$ cat config.mk
export PLATFORM = sky130hd
export DESIGN_NAME = seq_fixed_divider
export DESIGN_NICKNAME = d
export VERILOG_FILES = /design/src/rtl/seq_fixed_divider.sv
export SDC_FILE = /design/constraint.sdc
export NUM_CORES = 1
export LEC_CHECK = 0
export BUFFER_PORTS_ARGS = -buffer_cell sky130_fd_sc_hd__buf_2
export CORE_MARGIN = 2
export CORE_UTILIZATION = 37
export CTS_CLUSTER_DIAMETER = 80
export CTS_CLUSTER_SIZE = 12
export DETAILED_ROUTE_END_ITERATION = 16
export PLACE_DENSITY = 0.55
export REMOVE_ABC_BUFFERS = 1
export SLEW_MARGIN = 20
export SYNTH_ARGS = -nofsm -noshare
export SYNTH_HDL_FRONTEND = slang
export SYNTH_SLANG_ARGS = --single-unit
$ cat constraint.sdc
create_clock -name clk -period 5.4 [get_ports clk]
set_input_delay 0.27 -clock clk [delete_from_list [all_inputs] [get_ports clk]]
set_output_delay 0.27 -clock clk [all_outputs]
set_load 0.01 [all_outputs]
$ cat src/rtl/seq_fixed_divider.sv
// -----------------------------------------------------------------------------
// seq_fixed_divider
//
// Sequential signed fixed-point divider: result = (a << FRAC) / b on
// two's-complement Q(IN_W-FRAC).FRAC operands. It uses restoring division,
// producing one quotient bit per clock (N = IN_W+FRAC steps). Both sides use
// valid/ready handshakes. The quotient saturates on overflow and on divide by
// zero.
//
// Parameters:
//   IN_W  operand/result width (signed)
//   FRAC  fractional bits shared by a, b and result
//
// Ports:
//   clk          clock, rising edge
//   rst_n        synchronous active-low reset
//   in_valid     operand pair valid
//   in_ready     divider idle and able to accept
//   a, b         dividend / divisor
//   out_valid    result and flags valid (held until out_ready)
//   out_ready    consumer accepts result
//   result       signed quotient
//   div_by_zero  b was zero, result saturated by sign of a
//   overflow     quotient out of range, result saturated
//
// Configuration macro:
//   SEQ_DIV_ROUND_EN  round half away from zero instead of truncating
// -----------------------------------------------------------------------------
module seq_fixed_divider #(
  parameter int IN_W = 32,
  parameter int FRAC = 15
) (
  input  logic            clk,
  input  logic            rst_n,
  input  logic            in_valid,
  output logic            in_ready,
  input  logic [IN_W-1:0] a,
  input  logic [IN_W-1:0] b,
  output logic            out_valid,
  input  logic            out_ready,
  output logic [IN_W-1:0] result,
  output logic            div_by_zero,
  output logic            overflow
);

  localparam int N     = IN_W + FRAC;
  localparam int CNT_W = $clog2(N + 1);

  localparam logic [IN_W-1:0] MAX_POS = {1'b0, {(IN_W-1){1'b1}}};
  localparam logic [IN_W-1:0] MIN_NEG = {1'b1, {(IN_W-1){1'b0}}};
  // Magnitude limits: negative results may reach 2^(IN_W-1), positive ones one less.
  localparam logic [N:0] LIM_POS = {{(N+2-IN_W){1'b0}}, {(IN_W-1){1'b1}}};
  localparam logic [N:0] LIM_NEG = {{(N+1-IN_W){1'b0}}, 1'b1, {(IN_W-1){1'b0}}};
  localparam logic [CNT_W-1:0] LAST_CNT = CNT_W'(N - 1);

  typedef enum logic [1:0] {
    IDLE = 2'd0,
    CALC = 2'd1,
    DONE = 2'd2
  } state_t;

  state_t state_q, state_d;

  logic [N-1:0]     num_q, num_d;
  logic [IN_W:0]    rem_q, rem_d;
  logic [N-1:0]     q_q, q_d;
  logic [CNT_W-1:0] cnt_q, cnt_d;
  logic             sign_q, sign_d;
  logic [IN_W-1:0]  b_abs_q, b_abs_d;
  logic [IN_W-1:0]  result_q, result_d;
  logic             dbz_q, dbz_d;
  logic             ovf_q, ovf_d;

  // ---------------------------------------------------------------------------
  // Operand conditioning. Magnitudes are unsigned IN_W bits so that the most
  // negative value maps to 2^(IN_W-1) without wrapping.
  // ---------------------------------------------------------------------------
  logic [IN_W-1:0] a_abs;
  logic [IN_W-1:0] b_abs;
  logic            b_is_zero;
  logic [IN_W-1:0] dbz_result;

  always_comb begin
    a_abs      = a[IN_W-1] ? (-a) : a;
    b_abs      = b[IN_W-1] ? (-b) : b;
    b_is_zero  = (b == '0);
    if (a == '0) begin
      dbz_result = '0;
    end else if (a[IN_W-1]) begin
      dbz_result = MIN_NEG;
    end else begin
      dbz_result = MAX_POS;
    end
  end

  // ---------------------------------------------------------------------------
  // One restoring-division step. The dividend is shifted out MSB first, which
  // is the same as indexing num[N-1-cnt] on an unshifted copy.
  // ---------------------------------------------------------------------------
  logic [IN_W:0] rem_shift;
  logic          rem_ge;
  logic [IN_W:0] rem_step;
  logic [N-1:0]  q_step;
  logic [N-1:0]  num_shift;
  logic          last_step;

  always_comb begin
    rem_shift = {rem_q[IN_W-1:0], num_q[N-1]};
    rem_ge    = (rem_shift >= {1'b0, b_abs_q});
    rem_step  = rem_ge ? (rem_shift - {1'b0, b_abs_q}) : rem_shift;
    q_step    = {q_q[N-2:0], rem_ge};
    num_shift = {num_q[N-2:0], 1'b0};
    last_step = (cnt_q == LAST_CNT);
  end

  // ---------------------------------------------------------------------------
  // Result formation from the final step's quotient and remainder. The extra
  // magnitude bit absorbs a rounding carry before the saturation check.
  // ---------------------------------------------------------------------------
  logic [N:0]      mag;
  logic [N:0]      mag_limit;
  logic            sat_ovf;
  logic [IN_W-1:0] sat_result;

  always_comb begin
    mag = {1'b0, q_step};
`ifdef SEQ_DIV_ROUND_EN
    // Half away from zero: remainder at least half the divisor bumps |q|.
    if ({rem_step, 1'b0} >= {2'b00, b_abs_q}) begin
      mag = mag + (N+1)'(1);
    end
`endif
    mag_limit = sign_q ? LIM_NEG : LIM_POS;
    sat_ovf   = (mag > mag_limit);
    if (sat_ovf) begin
      sat_result = sign_q ? MIN_NEG : MAX_POS;
    end else if (sign_q) begin
      sat_result = -mag[IN_W-1:0];
    end else begin
      sat_result = mag[IN_W-1:0];
    end
  end

  // ---------------------------------------------------------------------------
  // FSM: state register
  // ---------------------------------------------------------------------------
  always_ff @(posedge clk) begin
    if (!rst_n) begin
      state_q <= IDLE;
    end else begin
      state_q <= state_d;
    end
  end

  // ---------------------------------------------------------------------------
  // FSM: next-state logic
  // ---------------------------------------------------------------------------
  always_comb begin
    state_d = state_q;
    case (state_q)
      IDLE: begin
        if (in_valid) begin
          state_d = b_is_zero ? DONE : CALC;
        end
      end
      CALC: begin
        if (last_step) begin
          state_d = DONE;
        end
      end
      DONE: begin
        if (out_ready) begin
          state_d = IDLE;
        end
      end
      default: state_d = IDLE;
    endcase
  end

  // ---------------------------------------------------------------------------
  // FSM: outputs
  // ---------------------------------------------------------------------------
  always_comb begin
    in_ready    = (state_q == IDLE);
    out_valid   = (state_q == DONE);
    result      = result_q;
    div_by_zero = dbz_q;
    overflow    = ovf_q;
  end

  // ---------------------------------------------------------------------------
  // Datapath next-state
  // ---------------------------------------------------------------------------
  always_comb begin
    num_d    = num_q;
    rem_d    = rem_q;
    q_d      = q_q;
    cnt_d    = cnt_q;
    sign_d   = sign_q;
    b_abs_d  = b_abs_q;
    result_d = result_q;
    dbz_d    = dbz_q;
    ovf_d    = ovf_q;
    case (state_q)
      IDLE: begin
        if (in_valid) begin
          sign_d  = a[IN_W-1] ^ b[IN_W-1];
          b_abs_d = b_abs;
          num_d   = {a_abs, {FRAC{1'b0}}};
          rem_d   = '0;
          q_d     = '0;
          cnt_d   = '0;
          if (b_is_zero) begin
            result_d = dbz_result;
            dbz_d    = 1'b1;
            ovf_d    = 1'b0;
          end
        end
      end
      CALC: begin
        num_d = num_shift;
        rem_d = rem_step;
        q_d   = q_step;
        cnt_d = cnt_q + CNT_W'(1);
        if (last_step) begin
          result_d = sat_result;
          ovf_d    = sat_ovf;
          dbz_d    = 1'b0;
        end
      end
      DONE: begin
        // result intentionally keeps its value after the handoff.
        if (out_ready) begin
          dbz_d = 1'b0;
          ovf_d = 1'b0;
        end
      end
      default: ;
    endcase
  end

  // ---------------------------------------------------------------------------
  // Datapath registers
  // ---------------------------------------------------------------------------
  always_ff @(posedge clk) begin
    if (!rst_n) begin
      num_q    <= '0;
      rem_q    <= '0;
      q_q      <= '0;
      cnt_q    <= '0;
      sign_q   <= 1'b0;
      b_abs_q  <= '0;
      result_q <= '0;
      dbz_q    <= 1'b0;
      ovf_q    <= 1'b0;
    end else begin
      num_q    <= num_d;
      rem_q    <= rem_d;
      q_q      <= q_d;
      cnt_q    <= cnt_d;
      sign_q   <= sign_d;
      b_abs_q  <= b_abs_d;
      result_q <= result_d;
      dbz_q    <= dbz_d;
      ovf_q    <= ovf_d;
    end
  end

endmodule

# Word-level counts from Yosys, hierarchy flattened
# Index checks and enable logic that the tools add are counted.
dict set report word_totals {
  ff_bits 200
  inputBits 68
  output_inout_bits 36
  elab_cells 70
}
dict set report classes {
  n_addsub 5
  order_cmp 2
  n_eq_ne 7
  mux 35
  bitwise 1
  n_reduce_logical 10
}
# cell n
set op_table {}
lappend op_table {{2-to-1 mux 32 bit} 13}
lappend op_table {{case mux 32 bit (2 select lines)} 2}
lappend op_table {{negation 32 bit} 3}
lappend op_table {{case mux 47 bit (2 select lines)} 1}
lappend op_table {{case mux 46 bit (2 select lines)} 1}
lappend op_table {{zero test 32 bit} 2}
lappend op_table {{greater-than comparator 47 x 32 -> 1 bit} 1}
lappend op_table {{2-to-1 mux 47 bit} 1}
lappend op_table {{2-to-1 mux 46 bit} 1}
lappend op_table {{>= comparator 33 x 32 -> 1 bit} 1}
lappend op_table {{subtractor 32 bit} 1}
lappend op_table {{case mux 6 bit (2 select lines)} 1}
lappend op_table {{2-to-1 mux 2 bit} 4}
lappend op_table {{2-to-1 mux 1 bit} 7}
lappend op_table {{adder 6 x 1 -> 6 bit (second input constant)} 1}
lappend op_table {{== test 6 bit (second input constant)} 1}
lappend op_table {{2-to-1 mux 6 bit} 1}
lappend op_table {{case mux 1 bit (3 select lines)} 2}
lappend op_table {{case mux 2 bit (3 select lines)} 1}
lappend op_table {{AND reduction 5 bit} 1}
lappend op_table {{!= test 2 x 1 -> 1 bit (second input constant)} 2}
lappend op_table {{!= test 2 bit (second input constant)} 2}
lappend op_table {{AND reduction 2 bit} 2}
lappend op_table {{AND reduction 4 bit} 1}
lappend op_table {{other kinds (7)} 7}

# Longest topological paths before layout
# Gate-level depths: netlist of run 1.
dict set report depth {
  word_depth 6
  depth_mapped 24
}

# Worst setup path after synthesis of run 1
# OpenSTA, ideal clock, no wires.
dict set report synth_timing {
  path_type {reg2reg}
  from {reg b_abs_q[28]}
  to {reg result_q[30] (netlist: result[30])}
  setup_ps 121
  arrival_ps 4170
  required_time_ps 5279
  path_slack_ps 1110
  stages_incl_launch_ff 23
  period_less_slack_ps 4290
  cell_sequence {dfxtp_1 > inv_1 > ha_1 > a21o_1 > a21o_1 > a221o_1 > a211oi_2 > nand2_2 > or2_1 > buf_6 > inv_2 > clkbuf_1 > ha_1 > nor2b_1 > o211ai_1 > nand4_1 > a221oi_1 > a21oi_1 > nor2_1 > clkbuf_1 > a31oi_1 > o32ai_1 > nor2_1}
}
dict set report synth_between {
  elab_chain_len 6
  word_cells_on_any_way 7
}
# item line_no
set synth_rtl {}
lappend synth_rtl {{from (decl)} 69} ;# logic [IN_W-1:0] b_abs_q, b_abs_d;
lappend synth_rtl {{from (signal assigned)} 262} ;# b_abs_q <= b_abs_d;
lappend synth_rtl {{>= comparator 33 x 32 -> 1 bit *} 109} ;# rem_ge = (rem_shift >= {1'b0, b_abs_q});
lappend synth_rtl {{negation 32 bit} 138} ;# sat_result = -mag[IN_W-1:0];
lappend synth_rtl {{2-to-1 mux 32 bit} 137} ;# end else if (sign_q) begin
lappend synth_rtl {{2-to-1 mux 32 bit *} 135} ;# if (sat_ovf) begin
lappend synth_rtl {{2-to-1 mux 32 bit *} 225} ;# if (last_step) begin
lappend synth_rtl {{case mux 32 bit (2 select lines) *} 204} ;# case (state_q)
lappend synth_rtl {{to (signal assigned)} 263} ;# result_q <= result_d;
lappend synth_rtl {{to (decl)} 70} ;# logic [IN_W-1:0] result_q, result_d;
# Every way passes the cells marked *; elsewhere a longest branch is shown, timed or not. The select of a mux whose other input is x is not followed.
# A chain may end at the register's enable or synchronous reset.

# Final worst setup path of run 1
dict set report layout_timing {
  from {reg b_abs_q[16]}
  to {reg result_q[13] (netlist: result[13])}
}
# The elaborated chain is that of the path after synthesis.

==> flow_summary.toml, run 1 <==
[status]
status = "complete, no violations"

[place]
place_area_mm2 = 0.0127
gp_congestion = 0.829
portBuffers = 103
hpwl_mm = 23.1

[min_path]
hold_depth = 3
min_to = "num_q[15]$_SDFFE_PN0P_"
hp-class = "input port to register"
hp-start = "a[0]"

[critical_path]
critPathMaxFanout = 18
rrSetupSlack_ns = 0.80
crit_type = "register to register"
r2r_cells = 19
cp.arrival_ns = 4.94
cp.required_ns = 5.74
crit_path_end_kind = "register"
reg2reg_from = "b_abs_q[16]$_SDFFE_PN0P_"
regToRegEndpoint = "result[13]$_SDFFE_PN0P_"
start_kind = "register"

[clock_network]
clk_pin_slew_ns = 0.08
cts_buffer_depth = 2
cts_buffers = 17
hold_buffers = 0
cts_tree = "yes"
cts_sinks = 185
post_cts_buffers = 0
clkLatencyLatePin_ns = 0.44
h-tree-depth = 4
cts_root_buf = "clkbuf_16"
cts-resized-gates = 0

[cells_and_area]
most-common-layout-cells = "dfxtp_1 (184), nor2_1 (176), nand2_1 (163), buf_2 (103), a21oi_1 (95)"
layout_commonest_cell = "dfxtp_1"
antenna_cells = 0
syn2layout_area_growth_pct = 11.9
fin_area_mm2 = 0.0133
drive_gt1_share_pct = 12.7
nNetsFinal = 1707

[routing]
vias = 11200
drc = 0
firstDrtPassIters = 6
avgViaCountPerCell = 5.68
wl_per_cell_um = 16.9
drt_iter0_markers = 819
wirelength_mm = 33.5
detail-route-antenna-nets = 0

[yosys]
ys_seq_area_share_pct = 31.1
ys_top_cells_by_area = "dfxtp_1 (31%), ha_1 (7.7%), nor2_1 (5.6%)"
ys_types = 78
ys_ff_latch = 185
synthFlopType = "dfxtp_1"
syn_area_mm2 = 0.0119
synth_top_area_share_pct = 31.1
ys_async_sr_fraction_pct = 0
synth.largest_area_cell = "dfxtp_1"
synth_edf_count = 0
postSynthAreaPerCell_um2 = 7.81
syn_inst = 1522
yosys_warnings = 0

[pwr]
irDropWorstVdd_uv = 254
power.leakage_nw = 5.50
power_density_mw_per_mm2 = 375

[timing]
slew_violations = 0
hold_violations = 0
finClkSkew_ns = 0.0151
hold_ws_ns = 0.101
fin_crit_sh_pct = 85.2
fmax_mhz = 217
worst_pin_slew_ns = 0.962
finalSetupViolCount = 0
rsz0062_at_grt = "no"
slew_headroom_pct = 35.9
min_period_ns = 4.60

[flow_run]
maxCapViolations = 0

[grt]
grt_use_total_pct = 20.4
grt_max_degree = 85
grt_pass1_wl_mm = 55.7
grt.overflow.total = 0
antenna_found_initial = 1
grt_pass1_vias = 10700

[floorplan]
io_pins = 104
rows = 65
initial_core_util_pct = 37.6
core_mm2 = 0.0316
dieArea_mm2 = 0.0336
die_w_um = 183
die_y_um = 183
==> cell type report <==
cell class | count | area [µm²]
fill | 3218 | 18300
multi-input combinational | 1180 | 7600
sequential | 185 | 3700
timing repair buffer | 122 | 658
tap | 402 | 503
clock buffer | 19 | 453
inverter | 59 | 224
clock inverter | 12 | 161
==> state kept, by name, indices dropped and copies added, names as in the netlist, 2 cells and up <==
register	cells
num_q	32
cnt_q	6
rem_q	32
b_abs_q	32
result	32
q_q	46
state_q	2
==> metrics by stage <==
stage / setup TNS, ns / utilization (%) / total power [mW] / worst slack (ns) / instances
2_1_floorplan: -12.77 / - / 3.03 / -0.638 / 1424
3_5_place_dp: 0 / 40.1 / 3.69 / 0.905 / 1948
5_1_grt: 0 / 42.1 / 5.34 / 0.502 / 1979
4_1_cts: 0 / 42.0 / 5.05 / 0.828 / 1979
6_report: 0 / 42.1 / 4.99 / 0.799 / 1979
3_3_place_gp: 0 / 40.1 / 3.68 / 1.02 / 1948
==> critical path: stages (launching register included) <==
cell and delay [ns]:
dfxtp_1 0.33, inv_1 0.05, ha_1 0.38, nand3_1 0.22, nor4b_1 0.44, a311oi_2 0.26, o21ai_2 0.45, or2_1 0.20
inv_2 0.05, ha_1 0.26, and4_1 0.19, nand4_1 0.10, o32ai_1 0.37, a21oi_2 0.07, buf_4 0.22, nor2_1 0.17
buf_4 0.20, a41oi_1 0.05, or3_1 0.36, o211a_1 0.13
==> power breakdown <==
group	total [mW]	switching, mW	leakage [nW]	internal, mW
Clock	1.33	0.576	0.293	0.757
Combinational	1.98	1.31	3.70	0.671
Sequential	1.68	0.125	1.50	1.56
==> worst max path at each step <==
stage	from	end	slack, ns	cells past startpoint
6_report	b_abs_q[16]$_SDFFE_PN0P_	result[13]$_SDFFE_PN0P_	0.80	19
5_1_grt	b_abs_q[15]$_SDFFE_PN0P_	result[13]$_SDFFE_PN0P_	0.50	19
4_1_cts	b_abs_q[16]$_SDFFE_PN0P_	result[13]$_SDFFE_PN0P_	0.83	19
3_5_place_dp	b_abs_q[16]$_SDFFE_PN0P_	result[13]$_SDFFE_PN0P_	0.91	19
3_3_place_gp	b_abs_q[1]$_SDFFE_PN0P_	result[28]$_SDFFE_PN0P_	1.02	19
2_1_floorplan	b_abs_q[15]$_SDFFE_PN0P_	result[19]$_SDFFE_PN0P_	-0.64	17
==> Yosys cell counts (all sizes together) (13+ instances only) <==
library cell  number
a211oi            38
a21o              24
a21oi             98
a22oi             56
a31oi             25
buf               26
clkbuf            72
dfxtp            185
ha                73
inv               57
nand2            164
nand2b            15
nand3             26
nand4             18
nor2             177
nor3              26
nor4              24
o21ai             91
o31ai             23
or4               13
xnor2             28
xor2              63
==> layer usage <==
metal  global-route usage [%]  part of all wire (%)  vias to the layer above
li1                         -                     -                     5645
met1                     27.4                    48                     5291
met2                     34.2                    46                      280
met3                     3.59                   5.1                       27
met4                     4.51                   1.1                        2
met5                        0                 0.021                        -
==> logic make-up (layout without fill, tap and decap cells) <==
logic type                 count (synthesis)  count (layout)  synth area share (%)
adders and majority gates                 74              74                  7.85
buffers and inverters                    157             212                  5.24
and+or+nand+nor                          524             524                  20.5
DFF                                      185             185                  31.1
muxes                                     20              20                  1.81
AOI/OAI and AO/OA                        471             471                  26.8
xor gates and xnor gates                  91              91                  6.70
Power figures use the tool's default switching activity.
==> inputs of run 2 (changes only) <==
--- a/config.mk
+++ b/config.mk
@@ -5,7 +5,9 @@
 export SDC_FILE = /design/constraint.sdc
 export NUM_CORES = 1
 export LEC_CHECK = 0
+export ABC_AREA = 1
 export BUFFER_PORTS_ARGS = -buffer_cell sky130_fd_sc_hd__buf_2
+export CORE_ASPECT_RATIO = 1.25
 export CORE_MARGIN = 2
 export CORE_UTILIZATION = 37
 export CTS_CLUSTER_DIAMETER = 80
==> run 2 against run 1 <==
Net effect: clock skew is 0.00085 ns lower; routed wire length increased by 13%; largest cell class unchanged; critical endpoint is now result[1]$_SDFFE_PN0P_; clock power barely moved.
==> flow_summary.toml, run 2 <==
[status]
status = "complete, no violations"

[place]
place_area_mm2 = 0.0134
portBuffers = 103
place_inst = 2413
hpwl_mm = 27.3
gp_congestion = 0.933

[routing]
drc = 0
firstDrtPassIters = 5
drt_iter0_markers = 579
wirelength_mm = 38.0
vias = 12700
avgViaCountPerCell = 5.19
wl_per_cell_um = 15.5
detail-route-antenna-nets = 0

[clock_network]
h-tree-depth = 4
cts_buffer_depth = 2
hold_buffers = 0
cts_tree = "yes"
clkLatencyLatePin_ns = 0.47
post_cts_buffers = 0
cts-resized-gates = 0
cts_sinks = 185
cts_buffers = 17
cts_root_buf = "clkbuf_16"
clk_pin_slew_ns = 0.08

[grt]
grt_pass1_vias = 12300
grt_use_total_pct = 21.8
antenna_found_initial = 0
grt_max_degree = 99
grt.overflow.total = 0
grt_pass1_wl_mm = 62.8

[critical_path]
critPathMaxFanout = 27
cp.arrival_ns = 4.66
r2r_cells = 22
crit_path_end_kind = "register"
path_cells = "inv_1, ha_1, nand2_1, nor2_1, nand2_1, nor2_1, nand3_1, nand4_1, nor2_1, buf_4, ha_1, o21ai_0, a21oi_1, o21ai_0, nand2_1, nand2_1, nand2_1, inv_1, nand2_1, o21ai_0, nand2_1, a21oi_1"
cp_num_buf_inv = 3
slowest_delay_ns = 0.66
worst-path-stages = 22
start_kind = "register"
slowest_stage = "nand2_1"
crit_family = "simple AND/OR/NAND/NOR gates"
crit_path_frequent_cell = "nand2_1"
cp.required_ns = 5.80
crit_type = "register to register"

[timing]
finClkSkew_ns = 0.0142
min_period_ns = 4.26
slew_headroom_pct = 30.7
fmax_mhz = 235
rsz0062_at_grt = "no"
finalSetupViolCount = 0
setup_tns_ns = 0
fin_crit_sh_pct = 78.9
hold_violations = 0
worst_pin_slew_ns = 1.04
slew_violations = 0

[cells_and_area]
largest_reg_flops = 46
drive_gt1_share_pct = 8.85
nNetsFinal = 2151
final_util_pct = 41.7
syn2layout_area_growth_pct = 11.2
layoutNonFillerInstCount = 2445
most-common-layout-cells = "nand2_1 (459), a21oi_1 (288), inv_1 (197), o21ai_0 (184), dfxtp_1 (184)"
ff_latch_area_mm2 = 0.00370
multi_input_area_mm2 = 0.00777
top_register = "q_q"
fin_area_mm2 = 0.0140
antenna_cells = 0
num-fill-cells = 3635
layout_commonest_cell = "nand2_1"

[floorplan]
core_mm2 = 0.0336
initial_core_util_pct = 37.5
dieArea_mm2 = 0.0355
die_w_um = 169
io_pins = 104
rows = 75
die_y_um = 210

[yosys]
yosysMostFrequentCell = "nand2_1"
synth_edf_count = 0
synth_top_area_share_pct = 29.4
ys_ff_latch = 185
yosys_warnings = 0
syn_inst = 1964
ys_seq_area_share_pct = 29.4
synth_top_family_by_area = "simple AND/OR/NAND/NOR gates"
syn_area_mm2 = 0.0126
ys_types = 54
yosys-top-cells-count = "nand2_1 (459), a21oi_1 (288), inv_1 (197), dfxtp_1 (185), o21ai_0 (184)"
synth.largest_area_cell = "dfxtp_1"
postSynthAreaPerCell_um2 = 6.41
muxShareOfSynthArea_pct = 0
synth_xor_area_share_pct = 4.66
ys_top_cells_by_area = "dfxtp_1 (29%), nand2_1 (14%), a21oi_1 (11%)"
ys_async_sr_fraction_pct = 0
synth-simple-area-share_pct = 27.6
synth_compound_area_share_pct = 21.9
synthFlopType = "dfxtp_1"
synth_fa_ha_area_share_pct = 7.41

[min_path]
hold_depth = 3
hp-class = "input port to register"

[pwr]
total_power_mw = 5.45
power.leakage_nw = 6.51
power_density_mw_per_mm2 = 389
irDropWorstVdd_uv = 290

[flow_run]
maxCapViolations = 0
run 2: cell count changes in the layout (fill, tap and decap cells not counted), sizes merged, moves of 36 or more:
cell	delta
nand2	+297
a21oi	+190
inv	+146
o21ai	+97
nand3	+73
a22oi	-55
a211oi	-36
run 2: metrics by stage:
step           worst slack [ns]  hold WS, ns
4_1_cts                    1.14       0.0809
3_3_place_gp               1.17        0.447
3_5_place_dp               1.16        0.452
6_report                   1.14       0.0977
5_1_grt                   0.592        0.130
2_1_floorplan             -1.82        0.402
run 2: cell type report:
| class | instances | share of cell area (%) |
|---|---|---|
| Clock inverter | 15 | 1.41 |
| Tap cell | 423 | 3.78 |
| Sequential cell | 185 | 26.4 |
| Multi-Input combinational cell | 1487 | 55.5 |
| Timing Repair Buffer | 117 | 4.46 |
| Inverter | 201 | 5.39 |
| Clock buffer | 17 | 3.04 |
run 2: cell families (layout without fill, tap and decap cells):
logic type,Yosys count,in the layout
AO/OA/AOI/OAI,526,526
XOR/XNOR,67,67
adder cells (fa/ha/maj),74,74
buffers and inverters,292,350
flip-flops,185,185
AND/OR/NAND/NOR,820,820
run 2: power breakdown:
part	internal [mW]	leakage, nW	total [mW]	switching (mW)
sequential	1.61	1.51	1.74	0.129
combinational	0.708	4.70	2.37	1.66
clock	0.674	0.297	1.33	0.661
run 2: worst register-to-register path, stage by stage (launching register included):
cell and delay, ns:
dfxtp_1 0.31, inv_1 0.05, ha_1 0.38, nand2_1 0.13
nor2_1 0.27, nand2_1 0.10, nor2_1 0.18, nand3_1 0.16
nand4_1 0.12, nor2_1 0.05, buf_4 0.19, ha_1 0.19
o21ai_0 0.16, a21oi_1 0.08, o21ai_0 0.16, nand2_1 0.07
nand2_1 0.06, nand2_1 0.06, inv_1 0.30, nand2_1 0.66
o21ai_0 0.29, nand2_1 0.08, a21oi_1 0.15
run 2: path summary, 6_finish.rpt:
| kind | startpoint | endpoint | slack, ns |
|---|---|---|---|
| min | b[0] | b_abs_q[0]$_SDFFE_PN0P_ | 0.1 |
| max reg2reg | b_abs_q[19]$_SDFFE_PN0P_ | result[1]$_SDFFE_PN0P_ | 1.14 |
| max | b_abs_q[19]$_SDFFE_PN0P_ | result[1]$_SDFFE_PN0P_ | 1.14 |
| min reg2reg | num_q[15]$_SDFFE_PN0P_ | num_q[15]$_SDFFE_PN0P_ | 0.46 |
run 2: metal layers:
metal,routed length [µm],global-route usage (%)
met1,17100,26.9
met2,19000,39.2
met3,1260,2.78
met4,672,6.93
met5,0,0
